--- src/rtl/adpcm_pkg.sv ---
// Shared helpers for the ADPCM delta encoder: code range, saturation, pixel clamp, lane slicing.
// ADPCM_LANE(c, w) expands to the part-select of lane c in a word of w-bit lanes.
`ifndef ADPCM_LANE
`define ADPCM_LANE(c, w) ((c)*(w)) +: (w)
`endif

package adpcm_pkg;

  function automatic int code_max(input int qw);
    return (1 << (qw - 1)) - 1;
  endfunction

  function automatic int code_min(input int qw);
    return -(1 << (qw - 1));
  endfunction

  function automatic int sat_code(input int q, input int qw);
    if (q > code_max(qw)) return code_max(qw);
    if (q < code_min(qw)) return code_min(qw);
    return q;
  endfunction

  function automatic int clamp_pix(input int r, input int dw);
    if (r < 0) return 0;
    if (r > (1 << dw) - 1) return (1 << dw) - 1;
    return r;
  endfunction

  // A counter modulo 1 still needs one bit to exist.
  function automatic int key_width(input int key_int);
    return (key_int > 1) ? $clog2(key_int) : 1;
  endfunction

endpackage

--- src/rtl/adpcm_delta_enc_quant_lane.sv ---
// One channel of the delta encoder: difference, floor quantise with saturation, and the
// decoder-matching reconstruction that becomes the next predictor.
module adpcm_quant_lane
  import adpcm_pkg::*;
#(
  parameter int DW    = 8,
  parameter int QW    = 4,
  parameter int SHIFT = 3
) (
  input  logic [DW-1:0] x,
  input  logic [DW-1:0] pred,
  output logic [QW-1:0] q,
  output logic [DW-1:0] r,
  output logic          sat
);

  logic signed [DW:0] diff;
  logic signed [DW:0] diff_sh;

  assign diff    = $signed({1'b0, x}) - $signed({1'b0, pred});
  // Arithmetic shift rounds toward minus infinity, matching the decoder.
  assign diff_sh = diff >>> SHIFT;

  assign q   = QW'(sat_code(int'(diff_sh), QW));
  assign sat = (sat_code(int'(diff_sh), QW) != int'(diff_sh));
  assign r   = DW'(clamp_pix(int'({1'b0, pred}) + (int'($signed(q)) <<< SHIFT), DW));

endmodule

--- src/rtl/adpcm_delta_enc.sv ---
// Delta (ADPCM-style) encoder for packed YCbCr words: periodic raw key samples, quantised deltas otherwise.
// Optional saturation statistics counter on sat_cnt when ADPCM_STATS_EN is defined.
module adpcm_delta_enc
  import adpcm_pkg::*;
#(
  parameter int CH      = 2,
  parameter int DW      = 8,
  parameter int QW      = 4,
  parameter int SHIFT   = 3,
  parameter int KEY_INT = 2
) (
  input  logic               clk,
  input  logic               rst,
  input  logic               sol,
  input  logic               in_valid,
  output logic               in_ready,
  input  logic [CH*DW-1:0]   din,
  output logic               out_valid,
  input  logic               out_ready,
  output logic               out_key,
  output logic [CH*DW-1:0]   dout
`ifdef ADPCM_STATS_EN
  ,
  output logic [15:0]        sat_cnt
`endif
);

  localparam int            KW        = key_width(KEY_INT);
  localparam logic [KW-1:0] KCNT_LAST = KW'(KEY_INT - 1);
  localparam logic [KW-1:0] KCNT_SOL  = KW'(1 % KEY_INT);

  // Handshake: a word moves on a clock edge where valid & ready are both high; the source holds
  // valid and data until then. Both stages advance together on en, so in_ready is en itself.
  logic            en;
  logic            accept;
  logic            key;
  logic [KW-1:0]   kcnt;

  logic [DW-1:0]   pred    [CH];
  logic [QW-1:0]   lane_q  [CH];
  logic [DW-1:0]   lane_r  [CH];
  logic [CH-1:0]   lane_sat;

  logic [CH*DW-1:0] code_word;
  logic [CH*DW-1:0] s1_word_d;
  logic [CH*DW-1:0] s1_word;
  logic             s1_valid;
  logic             s1_key;

  assign en       = !out_valid || out_ready;
  assign in_ready = en;
  assign accept   = in_valid && en;
  assign key      = sol || (kcnt == '0);

  for (genvar c = 0; c < CH; c++) begin : g_lane
    adpcm_quant_lane #(
      .DW    (DW),
      .QW    (QW),
      .SHIFT (SHIFT)
    ) u_lane (
      .x    (din[`ADPCM_LANE(c, DW)]),
      .pred (pred[c]),
      .q    (lane_q[c]),
      .r    (lane_r[c]),
      .sat  (lane_sat[c])
    );
  end

  always_comb begin
    code_word = '0;
    for (int c = 0; c < CH; c++) begin
      code_word[`ADPCM_LANE(c, QW)] = lane_q[c];
    end
    s1_word_d = key ? din : code_word;
  end

  // Stage 1: key decision, code packing and predictor update all happen on the accept edge.
  always_ff @(posedge clk) begin
    if (rst) begin
      s1_valid <= 1'b0;
      s1_key   <= 1'b0;
      s1_word  <= '0;
      kcnt     <= '0;
      for (int c = 0; c < CH; c++) begin
        pred[c] <= '0;
      end
    end else if (en) begin
      s1_valid <= in_valid;
      s1_key   <= in_valid && key;
      s1_word  <= in_valid ? s1_word_d : '0;
      if (in_valid) begin
        if (sol) begin
          kcnt <= KCNT_SOL;
        end else if (kcnt == KCNT_LAST) begin
          kcnt <= '0;
        end else begin
          kcnt <= kcnt + 1'b1;
        end
        for (int c = 0; c < CH; c++) begin
          pred[c] <= key ? din[`ADPCM_LANE(c, DW)] : lane_r[c];
        end
      end
    end
  end

  // Stage 2: output register; an empty slot carries an all-zero word.
  always_ff @(posedge clk) begin
    if (rst) begin
      out_valid <= 1'b0;
      out_key   <= 1'b0;
      dout      <= '0;
    end else if (en) begin
      out_valid <= s1_valid;
      out_key   <= s1_key;
      dout      <= s1_word;
    end
  end

`ifdef ADPCM_STATS_EN
  always_ff @(posedge clk) begin
    if (rst) begin
      sat_cnt <= '0;
    end else if (accept && !key && (|lane_sat) && (sat_cnt != 16'hFFFF)) begin
      sat_cnt <= sat_cnt + 16'd1;
    end
  end
`else
  // Saturation flags only feed the statistics counter.
  logic unused_sat;
  assign unused_sat = |lane_sat;
`endif

endmodule
--- config.mk ---
export PLATFORM = sky130hd
export DESIGN_NAME = adpcm_delta_enc
export DESIGN_NICKNAME = d
export VERILOG_FILES = /design/src/rtl/adpcm_pkg.sv /design/src/rtl/adpcm_delta_enc_quant_lane.sv /design/src/rtl/adpcm_delta_enc.sv
export SDC_FILE = /design/constraint.sdc
export NUM_CORES = 1
export LEC_CHECK = 0
export BUFFER_PORTS_ARGS = -buffer_cell sky130_fd_sc_hd__buf_4
export CAP_MARGIN = 0
export CORE_ASPECT_RATIO = 0.6
export CORE_MARGIN = 2
export CORE_UTILIZATION = 59
export DETAILED_ROUTE_END_ITERATION = 10
export GPL_TIMING_DRIVEN = 0
export PLACE_DENSITY = 0.83
export SLEW_MARGIN = 15
export SYNTH_ARGS = -nofsm -noshare
export SYNTH_HDL_FRONTEND = slang
export SYNTH_HIERARCHICAL = 1
export SYNTH_SLANG_ARGS = --single-unit
--- constraint.sdc ---
create_clock -name clk -period 5.8 [get_ports clk]
set_clock_uncertainty 0.2 [all_clocks]
set_input_delay 1.16 -clock clk [delete_from_list [all_inputs] [get_ports clk]]
set_output_delay 1.16 -clock clk [all_outputs]
set_load 0.005 [all_outputs]
==> results.py, run 1 <==
metrics = {
    "run_status": {
        "outcome": "finished clean",
    },
    "timing": {
        "fin_hold_ws_ns": 0.257,
        "drv_slew": 0,
        "fmax_mhz": 184,
        "tightest_slew_ns": 0.682,
        "hold_viol": 0,
        "period_share_pct": 93.6,
        "rsz0062_at_grt": "no",
        "period_needed_ns": 5.43,
        "setup_viol": 0,
        "slew-limit-headroom_pct": 54.6,
    },
    "critical_path": {
        "crit_type": "in -> reg",
        "critPathSlowestCell": "fa_1",
        "worstPathArrival_ns": 5.40,
        "crit_top_cell": "nand2_1",
        "worstRegToRegCells": 22,
        "crit_buf_inv": 4,
        "cp.depth": 22,
        "startpoint_type": "primary input",
        "critPathMaxStageDelay_ns": 0.39,
        "worst_setup_path_end_kind": "register",
        "crit_required_ns": 5.76,
        "critPathMaxFanout": 8,
        "crit_chain": "buf_4 -> ha_1 -> a21oi_1 -> nand2_1 -> o2111a_1 -> nor2_2 -> inv_2 -> ha_1 -> inv_1 -> nand2_1 -> nand2_1 -> ha_1 -> inv_1 -> fa_1 -> nor2b_1 -> o21ai_0 -> a21boi_1 -> and4_1 -> o21ba_1 -> o21a_1 -> nand2_1 -> a21oi_1",
        "cp_top_family": "compound AO/OA/AOI/OAI gates",
    },
    "floorplanning": {
        "num_rows": 21,
        "die_w_microns": 103,
        "die_area_sq_um": 6540,
        "initial_core_util_pct": 61.8,
        "die_y_microns": 63.5,
        "core-area_sq_um": 5620,
        "ios": 40,
    },
    "cells_and_area": {
        "seqCellArea_sq_um": 1220,
        "final_cell_area_sq_um": 3950,
        "areaGrowthSynthToFinish_pct": 13.5,
        "finalNetCount": 499,
        "fin_util_pct": 70.2,
        "final_cells": 529,
        "antenna-diode-count": 0,
        "fillers": 480,
        "multi_input_area_sq_um": 2040,
        "drive_above_1_share_pct": 18.0,
    },
    "routing": {
        "drt_first_pass_iters": 4,
        "routed_wl_mm": 7.80,
        "viasPerCell": 5.59,
        "wire_per_inst_microns": 14.7,
        "ant_nets": 0,
        "vias": 2955,
        "drc": 0,
        "first_iter_violations": 97,
    },
    "synth": {
        "syn_area_sq_um": 3480,
        "synth_cells": 404,
        "avgSynthCellArea_sq_um": 8.61,
        "synth_nets": 455,
        "yosys_warnings": 6,
    },
    "global_routing": {
        "grt_util_all_layers_pct": 24.9,
        "use_met1_pct": 37.0,
        "grt.overflow.total": 0,
        "top_usage_layer": "met2",
        "grt_pass1_vias": 2699,
        "use_met3_pct": 4.11,
        "use_met2_pct": 39.2,
        "grt_pass1_wl_mm": 12.8,
        "grt_max_degree": 17,
        "antenna_found_initial": 0,
    },
    "clocking": {
        "cts_hold_buf": 0,
        "cts_resized": 0,
        "cts.sinks": 53,
        "numCtsBuffers": 5,
        "clkTransAtPathRegs_ns": 0.09,
        "h-tree-depth": 2,
        "post_cts_buffers": 0,
        "cts_tree": "built",
        "cts_root_buf": "clkbuf_8",
        "clkLatencyLatePin_ns": 0.31,
        "cts_max_path_buffers": 2,
    },
    "run": {
        "drv_cap": 0,
    },
    "power_and_ir_drop": {
        "power_leakage_nw": 1.70,
        "finalPower_w": 0.00102,
        "ir_drop_v": 0.000125,
        "p_per_area_nw_per_um2": 259,
    },
    "place": {
        "dp.cells": 523,
        "io_buffers": 39,
        "place_congestion": 0.848,
        "dp_hpwl_mm": 6.11,
        "place_area_sq_um": 3870,
    },
    "hold_path": {
        "hold_path_class": "reg -> reg",
        "whs_path_depth": 2,
    },
}
[metal layers]
layer | wire length [microns] | vias up
li1 | - | 1487
met1 | 3840 | 1378
met2 | 3530 | 82
met3 | 369 | 8
met4 | 51 | 0
met5 | 0 | -
[area by class of cell]
cell class / count / area share [%]
Inverter: 25 / 2.44
Buffer: 15 / 2.73
Multi-Input combinational cell: 309 / 51.8
Tap cell: 80 / 2.54
Timing Repair Buffer: 39 / 7.42
Sequential cell: 53 / 30.9
Clock buffer: 6 / 1.84
Clock inverter: 2 / 0.317
[final timing paths]
| kind | startpoint | end | slack, ns |
|---|---|---|---|
| setup / recovery | din[11] | pred[0][15] | 0.37 |
| hold / removal | dout[2] | dout[2] | 0.26 |
| setup reg to reg | pred[0][11] | pred[0][15] | 0.85 |
| hold reg to reg | dout[2] | dout[2] | 0.26 |
[power by group]
group          switching, W  total, W  internal (W)
Sequential        0.0000128  0.000417      0.000405
Combinational      0.000216  0.000394      0.000178
Clock              0.000124  0.000210     0.0000861
[worst reg2reg max path: stages (launching register included)]
cell and delay [ns]:
edfxtp_1 0.42, inv_1 0.11, ha_1 0.28, a21oi_1 0.20
nand2_1 0.16, o2111a_1 0.29, nor2_2 0.31, inv_2 0.14
ha_1 0.37, inv_1 0.07, nand2_1 0.04, nand2_1 0.12
ha_1 0.19, inv_1 0.06, fa_1 0.39, nor2b_1 0.14
o21ai_0 0.12, a21boi_1 0.28, and4_1 0.23, o21ba_1 0.32
o21a_1 0.18, nand2_1 0.05, a21oi_1 0.14
[layout by cell type (no fill, tap or decap), types with 3 or more instances in the layout]
cell and n:
o21a_1 20, inv_4 3, clkbuf_1 3, mux2i_1 8, clkbuf_8 5, dfxtp_1 37
nor3_1 4, nand3_1 4, ha_1 28, a21o_1 9, buf_6 4, nor2b_1 5
o21ai_2 8, and2_1 4, a211oi_1 4, xnor2_1 8, buf_4 43, a21boi_1 4
edfxtp_1 16, nand2b_1 3, o21ai_1 7, a21oi_1 42, nand2_1 93, nor2_1 16
inv_1 22, o31ai_1 4, o21ai_0 8, buf_2 5
[flip-flops by register name, indices dropped and copies added (netlist names)]
register   cells
out_key        1
dout          16
out_valid      1
s1_valid       1
kcnt           1
s1_word       16
s1_key         1
pred          16
[metrics by stage]
step | worst slack, ns | setup TNS (ns)
after floorplan | 0.667 | 0
after global placement | 0.0246 | 0
after detailed placement | -0.106 | -0.627
after CTS | 0.233 | 0
after global routing | 0.00671 | 0
final | 0.369 | 0
Note: power is estimated with default switching activity, not from simulation.
==> inputs of run 2 (changes only) <==
Settings changed: CORE_UTILIZATION 59 to 55, PLACE_DENSITY 0.83 to 0.79.
==> results.py, run 2 (synthesis results as in run 1) <==
metrics = {
    "run_status": {
        "outcome": "finished clean",
    },
    "place": {
        "dp_hpwl_mm": 6.04,
        "pre_cts_slack_ns": -0.120,
        "place_congestion": 0.889,
        "dp.cells": 527,
        "io_buffers": 39,
        "place_area_sq_um": 3870,
    },
    "clocking": {
        "cts_root_buf": "clkbuf_8",
        "clkTransAtPathRegs_ns": 0.10,
        "numCtsBuffers": 5,
        "h-tree-depth": 2,
        "clkLatencyLatePin_ns": 0.30,
        "cts_tree": "built",
        "post_cts_buffers": 0,
        "cts.sinks": 53,
        "cts_max_path_buffers": 2,
    },
    "global_routing": {
        "grt_max_degree": 17,
        "antenna_found_initial": 0,
        "use_met1_pct": 31.7,
        "use_met3_pct": 3.67,
        "grt_util_all_layers_pct": 23.5,
        "grt_pass1_wl_mm": 13.2,
        "grt.overflow.total": 0,
        "grt_pass1_vias": 2874,
        "top_usage_layer": "met2",
        "use_met2_pct": 40.8,
    },
    "cells_and_area": {
        "seqCellArea_sq_um": 1220,
        "areaGrowthSynthToFinish_pct": 14.3,
        "finalNetCount": 499,
        "fin_util_pct": 65.0,
        "fillers": 578,
        "antenna-diode-count": 0,
        "final_cell_area_sq_um": 3970,
        "final_common_cell": "nand2_1",
        "final_cells": 533,
        "multi_input_area_sq_um": 2040,
        "reg_top3": "dout: 16 flops, pred: 16 flops, s1_word: 16 flops",
        "drive_above_1_share_pct": 18.5,
        "layout_common_cells": "nand2_1 (93), buf_4 (43), a21oi_1 (42), dfxtp_1 (37), ha_1 (28)",
    },
    "hold_path": {
        "hold_path_class": "reg -> reg",
        "whs_path_depth": 2,
    },
    "timing": {
        "period_needed_ns": 5.38,
        "fmax_mhz": 186,
        "drv_slew": 0,
        "fin_hold_ws_ns": 0.254,
        "rsz0062_at_grt": "no",
        "slew-limit-headroom_pct": 53.0,
        "setup_viol": 0,
        "setup_slack_ns": 0.422,
        "tightest_slew_ns": 0.705,
        "hold_viol": 0,
        "period_share_pct": 92.7,
    },
    "critical_path": {
        "crit_type": "in -> reg",
        "crit_required_ns": 5.76,
        "critPathMaxStageDelay_ns": 0.43,
        "crit_chain": "buf_4 -> ha_1 -> and2_4 -> and3_4 -> o2111a_1 -> nor2_2 -> inv_2 -> ha_1 -> inv_1 -> nand2_1 -> nand2_1 -> ha_1 -> inv_1 -> fa_1 -> nor2b_1 -> o21ai_0 -> a21boi_0 -> and4_1 -> o21ba_2 -> o21a_1 -> nand2_1 -> a21oi_1",
        "reg2reg_setup_slack_ns": 0.95,
        "startpoint_type": "primary input",
        "worst_setup_path_end_kind": "register",
        "worstRegToRegCells": 22,
        "worstPathArrival_ns": 5.34,
        "critPathSlowestCell": "fa_1",
        "critPathMaxFanout": 8,
    },
    "floorplanning": {
        "core-area_sq_um": 6110,
        "die_area_sq_um": 7000,
        "die_y_microns": 65.6,
        "num_rows": 22,
        "initial_core_util_pct": 56.9,
        "die_w_microns": 107,
        "ios": 40,
    },
    "power_and_ir_drop": {
        "p_per_area_nw_per_um2": 262,
        "power_leakage_nw": 1.69,
        "ir_drop_v": 0.000162,
    },
    "routing": {
        "first_iter_violations": 159,
        "drc": 0,
        "vias": 2922,
        "ant_nets": 0,
        "wire_per_inst_microns": 14.3,
        "drt_first_pass_iters": 4,
        "viasPerCell": 5.48,
        "routed_wl_mm": 7.63,
    },
    "run": {
        "drv_cap": 0,
    },
}
-- run 2: area by class of cell --
type,instances,area share (%)
Clock buffer,7,2.46
Tap cell,84,2.64
Sequential cell,53,30.7
Buffer,15,2.71
Timing Repair Buffer,39,7.37
Inverter,25,2.42
Clock inverter,1,0.220
Multi-Input combinational cell,309,51.4
-- run 2: worst max-delay path: cells and delay by family --
kind,cells,cell delay (ns)
buf+inv,4,0.37
compound gates,6,1.29
simple gates,8,1.22
fa+ha+maj,4,1.31
-- run 2: routing by layer --
layer | part of all wire, % | wire, microns | up-vias
met5 | 0 | 0 | -
met4 | 0.52 | 40 | 0
met3 | 5.2 | 399 | 4
met2 | 45 | 3440 | 74
met1 | 49 | 3760 | 1344
li1 | - | - | 1500
-- run 2: where the power goes --
| part | internal, W | total (W) | switching (W) |
|---|---|---|---|
| logic | 0.000179 | 0.000390 | 0.000211 |
| clock network | 0.000112 | 0.000234 | 0.000121 |
| registers | 0.000404 | 0.000417 | 0.0000122 |
| total | 0.000695 | 0.00104 | 0.000345 |
-- run 2: path summary, 6_finish.rpt --
check                                 start     endpoint
worst max-delay path                din[11]  pred[0][13]
worst min-delay path                dout[0]      dout[0]
worst max register to register  pred[0][11]  pred[0][13]
worst min register to register      dout[0]      dout[0]
-- run 2: per-stage QoR --
stage	TNS, ns	total power (W)
6_report	0	0.00104
2_1_floorplan	0	0.000722
4_1_cts	0	0.00104
3_3_place_gp	0	0.000800
3_5_place_dp	-0.885	0.000813
5_1_grt	0	0.00111
-- run 2: repair_timing --
item / 4_1_cts / 5_1_grt
setup endpoints to repair: 0 / 16
hold buffers: 0 / 0
resized for setup: 0 / 3
==> inputs of run 3 (changes only) <==
Settings changed: BUFFER_PORTS_ARGS -buffer_cell sky130_fd_sc_hd__buf_4 to unset, CORE_UTILIZATION 55 to 48, DONT_BUFFER_PORTS set to 1, PLACE_DENSITY 0.79 to 0.66, REMOVE_ABC_BUFFERS set to 1.
==> results.py, run 3 (synthesis results as in run 1) <==
metrics = {
    "run_status": {
        "outcome": "finished clean",
    },
    "clocking": {
        "cts.sinks": 53,
        "cts_hold_buf": 0,
        "cts_root_buf": "clkbuf_16",
        "cts_max_path_buffers": 2,
        "clkTransAtPathRegs_ns": 0.07,
        "h-tree-depth": 2,
        "numCtsBuffers": 5,
        "cts_tree": "built",
        "clkLatencyLatePin_ns": 0.29,
    },
    "timing": {
        "fin_hold_ws_ns": 0.246,
        "period_needed_ns": 5.43,
        "rsz0062_at_grt": "no",
        "fmax_mhz": 184,
        "period_share_pct": 93.5,
        "setup_tns_ns": 0,
        "setup_slack_ns": 0.375,
        "setup_viol": 0,
        "hold_viol": 0,
        "tightest_slew_ns": 1.08,
        "slew-limit-headroom_pct": 28.2,
        "drv_slew": 0,
    },
    "place": {
        "dp_hpwl_mm": 5.77,
        "pre_cts_slack_ns": 0.0554,
        "io_buffers": 0,
        "place_congestion": 0.823,
    },
    "routing": {
        "routed_wl_mm": 7.91,
        "drc": 0,
        "viasPerCell": 5.57,
        "ant_nets": 0,
        "drt_first_pass_iters": 4,
        "vias": 2686,
        "wire_per_inst_microns": 16.4,
        "first_iter_violations": 225,
    },
    "critical_path": {
        "crit_chain": "ha_1 -> a21oi_1 -> nand2_1 -> o2111a_1 -> nor2_2 -> inv_2 -> ha_1 -> inv_1 -> nand2_1 -> nand2_1 -> ha_1 -> inv_1 -> fa_1 -> nor2b_1 -> o21ai_0 -> a21boi_0 -> nor2_1 -> xnor2_4 -> o21a_1 -> nand2_1 -> a21oi_1",
        "crit_buf_inv": 3,
        "critPathMaxFanout": 8,
        "crit_type": "in -> reg",
        "startpoint_type": "primary input",
        "worst_setup_path_end_kind": "register",
        "crit_top_cell": "nand2_1",
        "worstPathArrival_ns": 5.35,
        "cp_top_family": "compound AO/OA/AOI/OAI gates",
        "crit_required_ns": 5.73,
        "critPathSlowestCell": "fa_1",
        "critPathMaxStageDelay_ns": 0.41,
    },
    "floorplanning": {
        "die_w_microns": 114,
        "initial_core_util_pct": 50.8,
        "die_area_sq_um": 7960,
        "core-area_sq_um": 6850,
        "num_rows": 23,
        "die_y_microns": 69.9,
        "ios": 40,
    },
    "global_routing": {
        "grt_pass1_vias": 2562,
        "grt.overflow.total": 0,
        "grt_max_degree": 35,
        "grt_util_all_layers_pct": 20.6,
        "grt_pass1_wl_mm": 12.9,
        "antenna_found_initial": 0,
    },
    "hold_path": {
        "hold_path_class": "reg -> reg",
    },
    "cells_and_area": {
        "finalNetCount": 445,
        "reg_top3": "dout: 16 flops, pred: 16 flops, s1_word: 16 flops",
        "layout_common_cells": "nand2_1 (93), a21oi_1 (42), dfxtp_1 (37), ha_1 (28), inv_1 (22)",
        "final_common_cell": "nand2_1",
        "seqCellArea_sq_um": 1220,
        "antenna-diode-count": 0,
        "multi_input_area_sq_um": 2050,
        "fillers": 666,
        "areaGrowthSynthToFinish_pct": 3.96,
        "drive_above_1_share_pct": 7.85,
        "fin_util_pct": 52.8,
    },
    "power_and_ir_drop": {
        "finalPower_w": 0.00107,
        "power_leakage_nw": 1.45,
        "ir_drop_v": 0.000110,
        "p_per_area_nw_per_um2": 297,
    },
    "run": {
        "drv_cap": 0,
    },
}
==> run 3: cell types whose count changed in the layout (fill, tap and decap cells not counted), moves of 2 or more <==
cell and delta:
buf_6 -4, buf_4 -43, clkbuf_8 -5, clkbuf_16 +4, buf_2 -5, inv_4 +2
clkbuf_1 -2
==> run 3: worst register-to-register path, cell delays in order (launching register included) <==
cell      delay (ns)
edfxtp_1        0.35
inv_1           0.05
ha_1            0.34
a21oi_1         0.21
nand2_1         0.16
o2111a_1        0.30
nor2_2          0.33
inv_2           0.16
ha_1            0.35
inv_1           0.06
nand2_1         0.04
nand2_1         0.10
ha_1            0.20
inv_1           0.06
fa_1            0.41
nor2b_1         0.15
o21ai_0         0.12
a21boi_0        0.32
nor2_1          0.17
xnor2_4         0.33
o21a_1          0.18
nand2_1         0.05
a21oi_1         0.18
==> run 3: layout make-up <==
| cell class | instances | share of cell area (%) |
|---|---|---|
| Tap cell | 87 | 3.01 |
| Inverter | 25 | 2.67 |
| Clock buffer | 6 | 3.57 |
| Multi-Input combinational cell | 309 | 56.6 |
| Clock inverter | 2 | 0.346 |
| Sequential cell | 53 | 33.8 |
==> run 3: worst paths after layout <==
kind	slack [ns]	start	to	cells after the start
max	0.37	din[3]	pred[0][0]	21
min	0.25	s1_valid	s1_valid	2
max reg2reg	0.82	pred[0][3]	pred[0][0]	22
min reg2reg	0.25	s1_valid	s1_valid	2
==> run 3: through the flow <==
| stage | instances | cell area, sq um |
|---|---|---|
| finish | 482 | 3610 |
| CTS | 482 | 3610 |
| detailed placement | 474 | 3470 |
| global route | 482 | 3610 |
| global placement | 474 | 3470 |
| floorplan | 387 | 3360 |
==> run 3: where the power goes <==
part | total (W) | switching [W] | internal, W
Sequential | 0.000418 | 0.0000137 | 0.000405
Combinational | 0.000362 | 0.000204 | 0.000158
Clock | 0.000292 | 0.000131 | 0.000161
Total | 0.00107 | 0.000349 | 0.000724
==> run 3: timing repair <==
| item | in CTS | in global routing |
|---|---|---|
| resized for setup | 0 | 2 |
| setup endpoints to repair | 0 | 10 |
| setup buffers | 0 | 0 |
==> run 3: metal layers <==
layer | wire length (microns) | up-vias | part of all wire (%) | global-route usage, %
met5 | 0 | - | 0 | 0
met4 | 60 | 0 | 0.76 | 4.47
met3 | 517 | 8 | 6.5 | 4.86
met2 | 3000 | 64 | 38 | 27.2
met1 | 4330 | 1230 | 55 | 33.1
li1 | - | 1384 | - | -
